$ cat config.mk
export PLATFORM = sky130hd
export DESIGN_NAME = unidade_controle_rodadas_flat
export DESIGN_NICKNAME = d
export VERILOG_FILES = /design/src/rtl/unidade_controle_rodadas_pkg.sv /design/src/rtl/unidade_controle_rodadas_if.sv /design/src/rtl/unidade_controle_rodadas_contador_timeout.sv /design/src/rtl/unidade_controle_rodadas.sv /design/src/flat_wrapper.sv
export SDC_FILE = /design/constraint.sdc
export NUM_CORES = 1
export LEC_CHECK = 0
export BUFFER_PORTS_ARGS = -buffer_cell sky130_fd_sc_hd__buf_2
export CORE_UTILIZATION = 45
export DETAILED_ROUTE_END_ITERATION = 8
export GPL_ROUTABILITY_DRIVEN = 0
export PLACE_DENSITY = 0.65
export SLEW_MARGIN = 40
export SYNTH_ARGS = -nofsm -noshare
export SYNTH_HDL_FRONTEND = slang
export SYNTH_SLANG_ARGS = --single-unit
$ cat constraint.sdc
create_clock -name clock -period 2 [get_ports clock]
set_input_delay 0.1 -clock clock [delete_from_list [all_inputs] [get_ports clock]]
set_output_delay 0.1 -clock clock [all_outputs]
set_load 0.02 [all_outputs]
$ cat src/rtl/unidade_controle_rodadas_pkg.sv
// Shared definitions for the round-based memory-game controller: state codes
// (also shown on the hexa7seg display), default timing and the Moore output decoder.
package unidade_controle_rodadas_pkg;

  localparam int TIMEOUT_CICLOS_PADRAO = 5000;
  localparam int TW_PADRAO             = 13;

  typedef enum logic [3:0] {
    INICIAL        = 4'h0,
    PREPARACAO     = 4'h1,
    INICIO_RODADA  = 4'h2,
    ESPERA_JOGADA  = 4'h3,
    REGISTRA       = 4'h4,
    COMPARACAO     = 4'h5,
    PROXIMA_RODADA = 4'h6,
    PROXIMA_JOGADA = 4'h7,
    FIM_ACERTOU    = 4'hA,
    FIM_TIMEOUT    = 4'hD,
    FIM_ERROU      = 4'hE
  } estado_t;

  typedef struct packed {
    logic zera_e;
    logic conta_e;
    logic zera_l;
    logic conta_l;
    logic zera_r;
    logic registra_r;
    logic acertou;
    logic errou;
    logic pronto;
    logic timeout;
  } saidas_t;

  function automatic saidas_t decodifica_saidas(estado_t e);
    saidas_t s;
    s = '0;
    case (e)
      PREPARACAO: begin
        s.zera_e = 1'b1;
        s.zera_l = 1'b1;
        s.zera_r = 1'b1;
      end
      INICIO_RODADA:  s.zera_e     = 1'b1;
      REGISTRA:       s.registra_r = 1'b1;
      PROXIMA_RODADA: s.conta_l    = 1'b1;
      PROXIMA_JOGADA: s.conta_e    = 1'b1;
      FIM_ACERTOU: begin
        s.pronto  = 1'b1;
        s.acertou = 1'b1;
      end
      FIM_ERROU: begin
        s.pronto = 1'b1;
        s.errou  = 1'b1;
      end
      FIM_TIMEOUT: begin
        s.pronto  = 1'b1;
        s.errou   = 1'b1;
        s.timeout = 1'b1;
      end
      default: s = '0;
    endcase
    return s;
  endfunction

endpackage

$ cat src/rtl/unidade_controle_rodadas_if.sv
// Control/status bundle between the round controller and the memory-game datapath.
interface unidade_controle_rodadas_if;

  logic       iniciar;
  logic       jogada;
  logic       igual;
  logic       fim_rodada;
  logic       fim_jogo;

  logic       zeraE;
  logic       contaE;
  logic       zeraL;
  logic       contaL;
  logic       zeraR;
  logic       registraR;
  logic       acertou;
  logic       errou;
  logic       pronto;
  logic       timeout;
  logic [3:0] db_estado;

  modport master (
    output iniciar, jogada, igual, fim_rodada, fim_jogo,
    input  zeraE, contaE, zeraL, contaL, zeraR, registraR,
           acertou, errou, pronto, timeout, db_estado
  );

  modport slave (
    input  iniciar, jogada, igual, fim_rodada, fim_jogo,
    output zeraE, contaE, zeraL, contaL, zeraR, registraR,
           acertou, errou, pronto, timeout, db_estado
  );

endinterface

$ cat src/rtl/unidade_controle_rodadas_contador_timeout.sv
// Per-jogada timeout counter: counts while enabled, flags fim at TIMEOUT_CICLOS-1.
module unidade_controle_rodadas_contador_timeout
  import unidade_controle_rodadas_pkg::*;
#(
  parameter int TIMEOUT_CICLOS = TIMEOUT_CICLOS_PADRAO,
  parameter int TW             = TW_PADRAO
) (
  input  logic clock,
  input  logic reset,
  input  logic zera,
  input  logic conta,
  output logic fim
);

  logic [TW-1:0] contagem;

  always_ff @(posedge clock or negedge reset) begin
    if (!reset) begin
      contagem <= '0;
    end else if (zera) begin
      contagem <= '0;
    end else if (conta) begin
      contagem <= contagem + TW'(1);
    end
  end

  assign fim = (contagem == TW'(TIMEOUT_CICLOS - 1));

endmodule

$ cat src/rtl/unidade_controle_rodadas.sv
// Moore control unit sequencing the memory-game rounds: jogada/round counters,
// jogada register, comparator verdict and per-jogada timeout.
module unidade_controle_rodadas
  import unidade_controle_rodadas_pkg::*;
#(
  parameter int TIMEOUT_CICLOS = TIMEOUT_CICLOS_PADRAO,
  parameter int TW             = TW_PADRAO
) (
  input logic                     clock,
  input logic                     reset,
  unidade_controle_rodadas_if.slave bus
);

  estado_t estado;
  estado_t proximo;
  saidas_t saidas;
  logic    fim_timer;
  logic    zera_timer;
  logic    conta_timer;

  always_comb begin
    proximo = INICIAL;
    case (estado)
      INICIAL:        proximo = bus.iniciar ? PREPARACAO : INICIAL;
      PREPARACAO:     proximo = INICIO_RODADA;
      INICIO_RODADA:  proximo = ESPERA_JOGADA;
      ESPERA_JOGADA: begin
        if (bus.jogada)     proximo = REGISTRA;
        else if (fim_timer) proximo = FIM_TIMEOUT;
        else                proximo = ESPERA_JOGADA;
      end
      REGISTRA:       proximo = COMPARACAO;
      COMPARACAO: begin
        if (!bus.igual)                       proximo = FIM_ERROU;
        else if (bus.fim_rodada && bus.fim_jogo) proximo = FIM_ACERTOU;
        else if (bus.fim_rodada)              proximo = PROXIMA_RODADA;
        else                                  proximo = PROXIMA_JOGADA;
      end
      PROXIMA_RODADA: proximo = INICIO_RODADA;
      PROXIMA_JOGADA: proximo = ESPERA_JOGADA;
      FIM_ACERTOU,
      FIM_ERROU,
      FIM_TIMEOUT:    proximo = bus.iniciar ? PREPARACAO : estado;
      default:        proximo = INICIAL;
    endcase
  end

  // Timer is held at zero outside espera_jogada and on the edge leaving it,
  // so every new wait starts from 0 and the count never passes TIMEOUT_CICLOS-1.
  assign zera_timer  = (estado != ESPERA_JOGADA) || (proximo != ESPERA_JOGADA);
  assign conta_timer = !zera_timer;

  unidade_controle_rodadas_contador_timeout #(
    .TIMEOUT_CICLOS (TIMEOUT_CICLOS),
    .TW             (TW)
  ) u_contador_timeout (
    .clock (clock),
    .reset (reset),
    .zera  (zera_timer),
    .conta (conta_timer),
    .fim   (fim_timer)
  );

  always_ff @(posedge clock or negedge reset) begin
    if (!reset) begin
      estado <= INICIAL;
      saidas <= '0;
    end else begin
      estado <= proximo;
      saidas <= decodifica_saidas(proximo);
    end
  end

  assign bus.zeraE     = saidas.zera_e;
  assign bus.contaE    = saidas.conta_e;
  assign bus.zeraL     = saidas.zera_l;
  assign bus.contaL    = saidas.conta_l;
  assign bus.zeraR     = saidas.zera_r;
  assign bus.registraR = saidas.registra_r;
  assign bus.acertou   = saidas.acertou;
  assign bus.errou     = saidas.errou;
  assign bus.pronto    = saidas.pronto;
  assign bus.timeout   = saidas.timeout;
  assign bus.db_estado = estado;

endmodule

$ cat src/flat_wrapper.sv
// flat-port wrapper written by rule: the top's interface ports become plain ports
module unidade_controle_rodadas_flat import unidade_controle_rodadas_pkg::*;
#(
  parameter int TIMEOUT_CICLOS = TIMEOUT_CICLOS_PADRAO,
  parameter int TW             = TW_PADRAO
)
  (clock, reset, bus_iniciar, bus_jogada, bus_igual, bus_fim_rodada, bus_fim_jogo, bus_zeraE, bus_contaE, bus_zeraL, bus_contaL, bus_zeraR, bus_registraR, bus_acertou, bus_errou, bus_pronto, bus_timeout, bus_db_estado);
  unidade_controle_rodadas_if bus_i ();
  input logic clock;
  input logic reset;
  input wire logic [$bits(bus_i.iniciar)-1:0] bus_iniciar;
  input wire logic [$bits(bus_i.jogada)-1:0] bus_jogada;
  input wire logic [$bits(bus_i.igual)-1:0] bus_igual;
  input wire logic [$bits(bus_i.fim_rodada)-1:0] bus_fim_rodada;
  input wire logic [$bits(bus_i.fim_jogo)-1:0] bus_fim_jogo;
  output wire logic [$bits(bus_i.zeraE)-1:0] bus_zeraE;
  output wire logic [$bits(bus_i.contaE)-1:0] bus_contaE;
  output wire logic [$bits(bus_i.zeraL)-1:0] bus_zeraL;
  output wire logic [$bits(bus_i.contaL)-1:0] bus_contaL;
  output wire logic [$bits(bus_i.zeraR)-1:0] bus_zeraR;
  output wire logic [$bits(bus_i.registraR)-1:0] bus_registraR;
  output wire logic [$bits(bus_i.acertou)-1:0] bus_acertou;
  output wire logic [$bits(bus_i.errou)-1:0] bus_errou;
  output wire logic [$bits(bus_i.pronto)-1:0] bus_pronto;
  output wire logic [$bits(bus_i.timeout)-1:0] bus_timeout;
  output wire logic [$bits(bus_i.db_estado)-1:0] bus_db_estado;
  assign bus_i.iniciar = bus_iniciar;
  assign bus_i.jogada = bus_jogada;
  assign bus_i.igual = bus_igual;
  assign bus_i.fim_rodada = bus_fim_rodada;
  assign bus_i.fim_jogo = bus_fim_jogo;
  assign bus_zeraE = bus_i.zeraE;
  assign bus_contaE = bus_i.contaE;
  assign bus_zeraL = bus_i.zeraL;
  assign bus_contaL = bus_i.contaL;
  assign bus_zeraR = bus_i.zeraR;
  assign bus_registraR = bus_i.registraR;
  assign bus_acertou = bus_i.acertou;
  assign bus_errou = bus_i.errou;
  assign bus_pronto = bus_i.pronto;
  assign bus_timeout = bus_i.timeout;
  assign bus_db_estado = bus_i.db_estado;
  unidade_controle_rodadas #(.TIMEOUT_CICLOS(TIMEOUT_CICLOS), .TW(TW)) u_core (.clock(clock), .reset(reset), .bus(bus_i));
endmodule
==> key figures <==
Status
  – Status: finished with violations
  – Failing checks: design-rule violations

Global routing
  – Aggregate global-route resource usage: between 10% and 20%
  – Global route total overflow: 0
  – Grt met3 use: 3.46%
  – Most Crowded Layer GR: met1
  – Initial antenna violation count: 0
  – First-pass GRT wire length: approximately 4.2 mm
  – Largest net degree at the start of global routing: 27
  – Met1 global-route usage: between 20% and 30%
  – M2 GR Usage: 24.9%
  – Vias in the first global route: 943

Timing
  – Final worst path period share: between 90% and 100%
  – Setup Skew: 8.56 ps
  – Min Tclk post-route: between 1500 and 2000 ps
  – Unrepaired setup endpoints after global routing: false
  – TNS Setup: 0 ps
  – Fin. Hold Viols: 0
  – Final setup vio count: 0
  – Setup WS post-layout: around 150 ps
  – Max Clk Rate: roughly 540 MHz
  – Slew Limit Fails: 0
  – Relative slew slack: around 62%
  – Worst slew pin tran: about 570 ps

Cells and area
  – N_diodes: 0
  – Final net count: about 160
  – Synth-to-layout area growth: 10.1%
  – Layout cells sized above 1: between 20% and 30%

Route
  – Vias per std cell: 5.49
  – DRC marker count from the first detailed-route iteration: 30
  – DRC Markers: 4
  – ANT nets after route: 0
  – WL/cell: 13.7 µm
  – Routed WL: between 2 and 2.5 mm
  – DRT Pass-1 Iters: 6
  – DR vias: 983

Synth
  – Primary FF master, synth: dfrtp_1
  – FF+latch count, synth: 26
  – Mapped Area: 1360 µm²
  – Sequential area share after synthesis: 48.0%
  – Synth Warn #: 0
  – Top-count cell post-synth: dfrtp_1
  – Post-synthesis mux area share: 0%
  – Most frequent cells after synthesis: dfrtp_1 (26), nor2_1 (19), xnor2_1 (7), nand3_1 (6)
  – Mean area per synthesized cell: around 11 µm²
  – Synth top area share: ~48%
  – Number of flops mapped to enable cells by yosys: 0
  – Syn Nets: between 100 and 150
  – Adder-cell share of the synthesized area: less than 1%
  – Combinational family with the most area after synthesis: simple AND/OR/NAND/NOR gates
  – Ranking of synthesized cells by area: dfrtp_1 (48%), nor2_1 (5.3%), xnor2_1 (4.5%), xor2_1 (2.6%), nand3_1 (2.2%)
  – Area leader, netlist: dfrtp_1
  – Post-synth ARST share: 100%
  – XOR/XNOR Fraction of Synth Area: ~7.1%
  – Synth Area in Compound Gates: 13.4%
  – Synthesized instance count: 129
  – Unique masters post-synth: 43
  – Area fraction in and, or, nand and nor cells after synthesis: a little over a quarter

Clock tree
  – CTS clock-pin slew for the worst setup and hold paths: 130 ps
  – Latest clock arrival within the worst-skew pair: a little over 300 ps
  – CTS Sinks: 26
  – Cts repair resizes: 0
  – Root cell of the clock tree: clkbuf_4
  – CTS Buffer Depth: 2
  – Post-CTS setup buffer count: 0
  – H-tree level count: 1
  – CTS buffer count: 3
  – CTS Hold Bufs: 1
  – CTS tree: built

Floorplan
  – Die area: between 3000 and 4000 µm²
  – Core area: approximately 2800 µm²
  – Width of the die: approximately 57 µm
  – Ports: 21
  – Starting Density: between 40% and 50%
  – Rows: 19
  – Die H: 56.9 µm

Power and ir drop
  – PwrDens: about 950 nW/µm²
  – Leakage: 0.681 nW
  – Max VDD drop: roughly 630 µV

Place
  – Detailed-placement wirelength estimate: about 1.8 mm
  – Place WS: approximately 160 ps
  – IO buf count: 20

Hold path
  – Worst hold path class: input port to flop

Setup path
  – Setup Crit Path Kind: flop to flop
  – Data required, critical path: 2190 ps
  – Critical path fanouts, max: 12
  – Worst Setup Start Kind: flop
  – CP Capture Type: flop
  – CP arrival: around 2100 ps

Run
  – Max-cap viol count: 0
## final timing paths
path | from | to | slack, ps | depth (start not counted)
worst max-delay path | u_core.u_contador_timeout.contagem[3] | u_core.u_contador_timeout.contagem[8] | 150 | 4
worst min-delay path | bus_jogada | u_core.bus.registraR | 50 | 2
worst max register to register | u_core.u_contador_timeout.contagem[3] | u_core.u_contador_timeout.contagem[8] | 150 | 4
worst min register to register | u_core.u_contador_timeout.contagem[0] | u_core.u_contador_timeout.contagem[0] | 540 | 1
max in group asynchronous | reset | u_core.bus.contaL | 1320 | 2
min in group asynchronous | reset | u_core.u_contador_timeout.contagem[4] | 300 | 2
## area by class of cell
cell class	instances	area [µm²]
fillers	262	1310
inverters	3	11.3
multi-input cells	95	661
clock buffers	3	22.5
well taps	31	38.8
flip-flops and latches	26	651
repair buffers	21	110
## kinds of logic (layout without fill, tap and decap cells)
| kind of cell | Yosys count | after routing |
|---|---|---|
| compound gates | 20 | 20 |
| flops | 26 | 26 |
| simple gates | 63 | 63 |
| buf+inv | 8 | 27 |
| xor+xnor | 11 | 11 |
| fa+ha+maj | 1 | 1 |
## per-stage QoR
stage               area [µm²]  hold slack [ps]  utilization, %  total power (W)  instances
global route              1490             41.7            53.3          0.00152        179
global placement          1460              120            52.1          0.00120        175
detailed placement        1460              133            52.1          0.00121        175
CTS                       1490             38.9            53.3          0.00143        179
finish                    1490             53.3            53.3          0.00141        179
floorplan                 1360             -196               -          0.00109        129
## state kept, by name, summed over array words and instances (netlist names)
| signal | cells |
|---|---|
| u_core.bus.acertou | 1 |
| u_core.bus.errou | 1 |
| u_core.bus.registraR | 1 |
| u_core.bus.pronto | 1 |
| u_core.bus.timeout | 1 |
| u_core.bus.zeraE | 1 |
| u_core.bus.contaL | 1 |
| u_core.bus.contaE | 1 |
| u_core.u_contador_timeout.contagem | 13 |
| u_core.bus.zeraL | 1 |
| u_core.bus.db_estado | 4 |
## worst max-delay path: stages, from the launching register on
cell	delay (ps)
dfrtp_1	440
or4b_4	560
nor4_4	310
nand2b_2	330
nor2_1	100
## power breakdown
part           total (W)  switching [W]  internal [W]
sequential      0.000689      0.0000955      0.000593
clock           0.000210       0.000139     0.0000703
combinational   0.000514       0.000307      0.000207
## per-layer routing
| metal | share of wire (%) | vias to the layer above |
|---|---|---|
| met3 | 3.2 | 4 |
| met5 | 0 | - |
| met2 | 43 | 18 |
| met4 | 1.1 | 0 |
| li1 | - | 495 |
| met1 | 53 | 466 |
## layout by cell type, fill, tap and decap left out, types with 2 or more instances in the layout
cell | synthesis | layout
nand3b_1 | 3 | 3
nand3_1 | 6 | 6
nor2_1 | 19 | 19
a32oi_1 | 2 | 2
buf_2 | 2 | 20
a21boi_0 | 3 | 3
and3_1 | 2 | 2
xnor2_1 | 7 | 7
xor2_1 | 4 | 4
nand2_1 | 5 | 5
dfrtp_1 | 26 | 26
nand2b_1 | 4 | 4
and2b_1 | 2 | 2
and2_1 | 3 | 3
nor3_1 | 5 | 5
o21ai_0 | 4 | 4
clkbuf_4 | 0 | 3
inv_1 | 3 | 3
nand4_1 | 3 | 3
nor2b_1 | 2 | 2
Note: power is estimated with default switching activity, not from simulation.
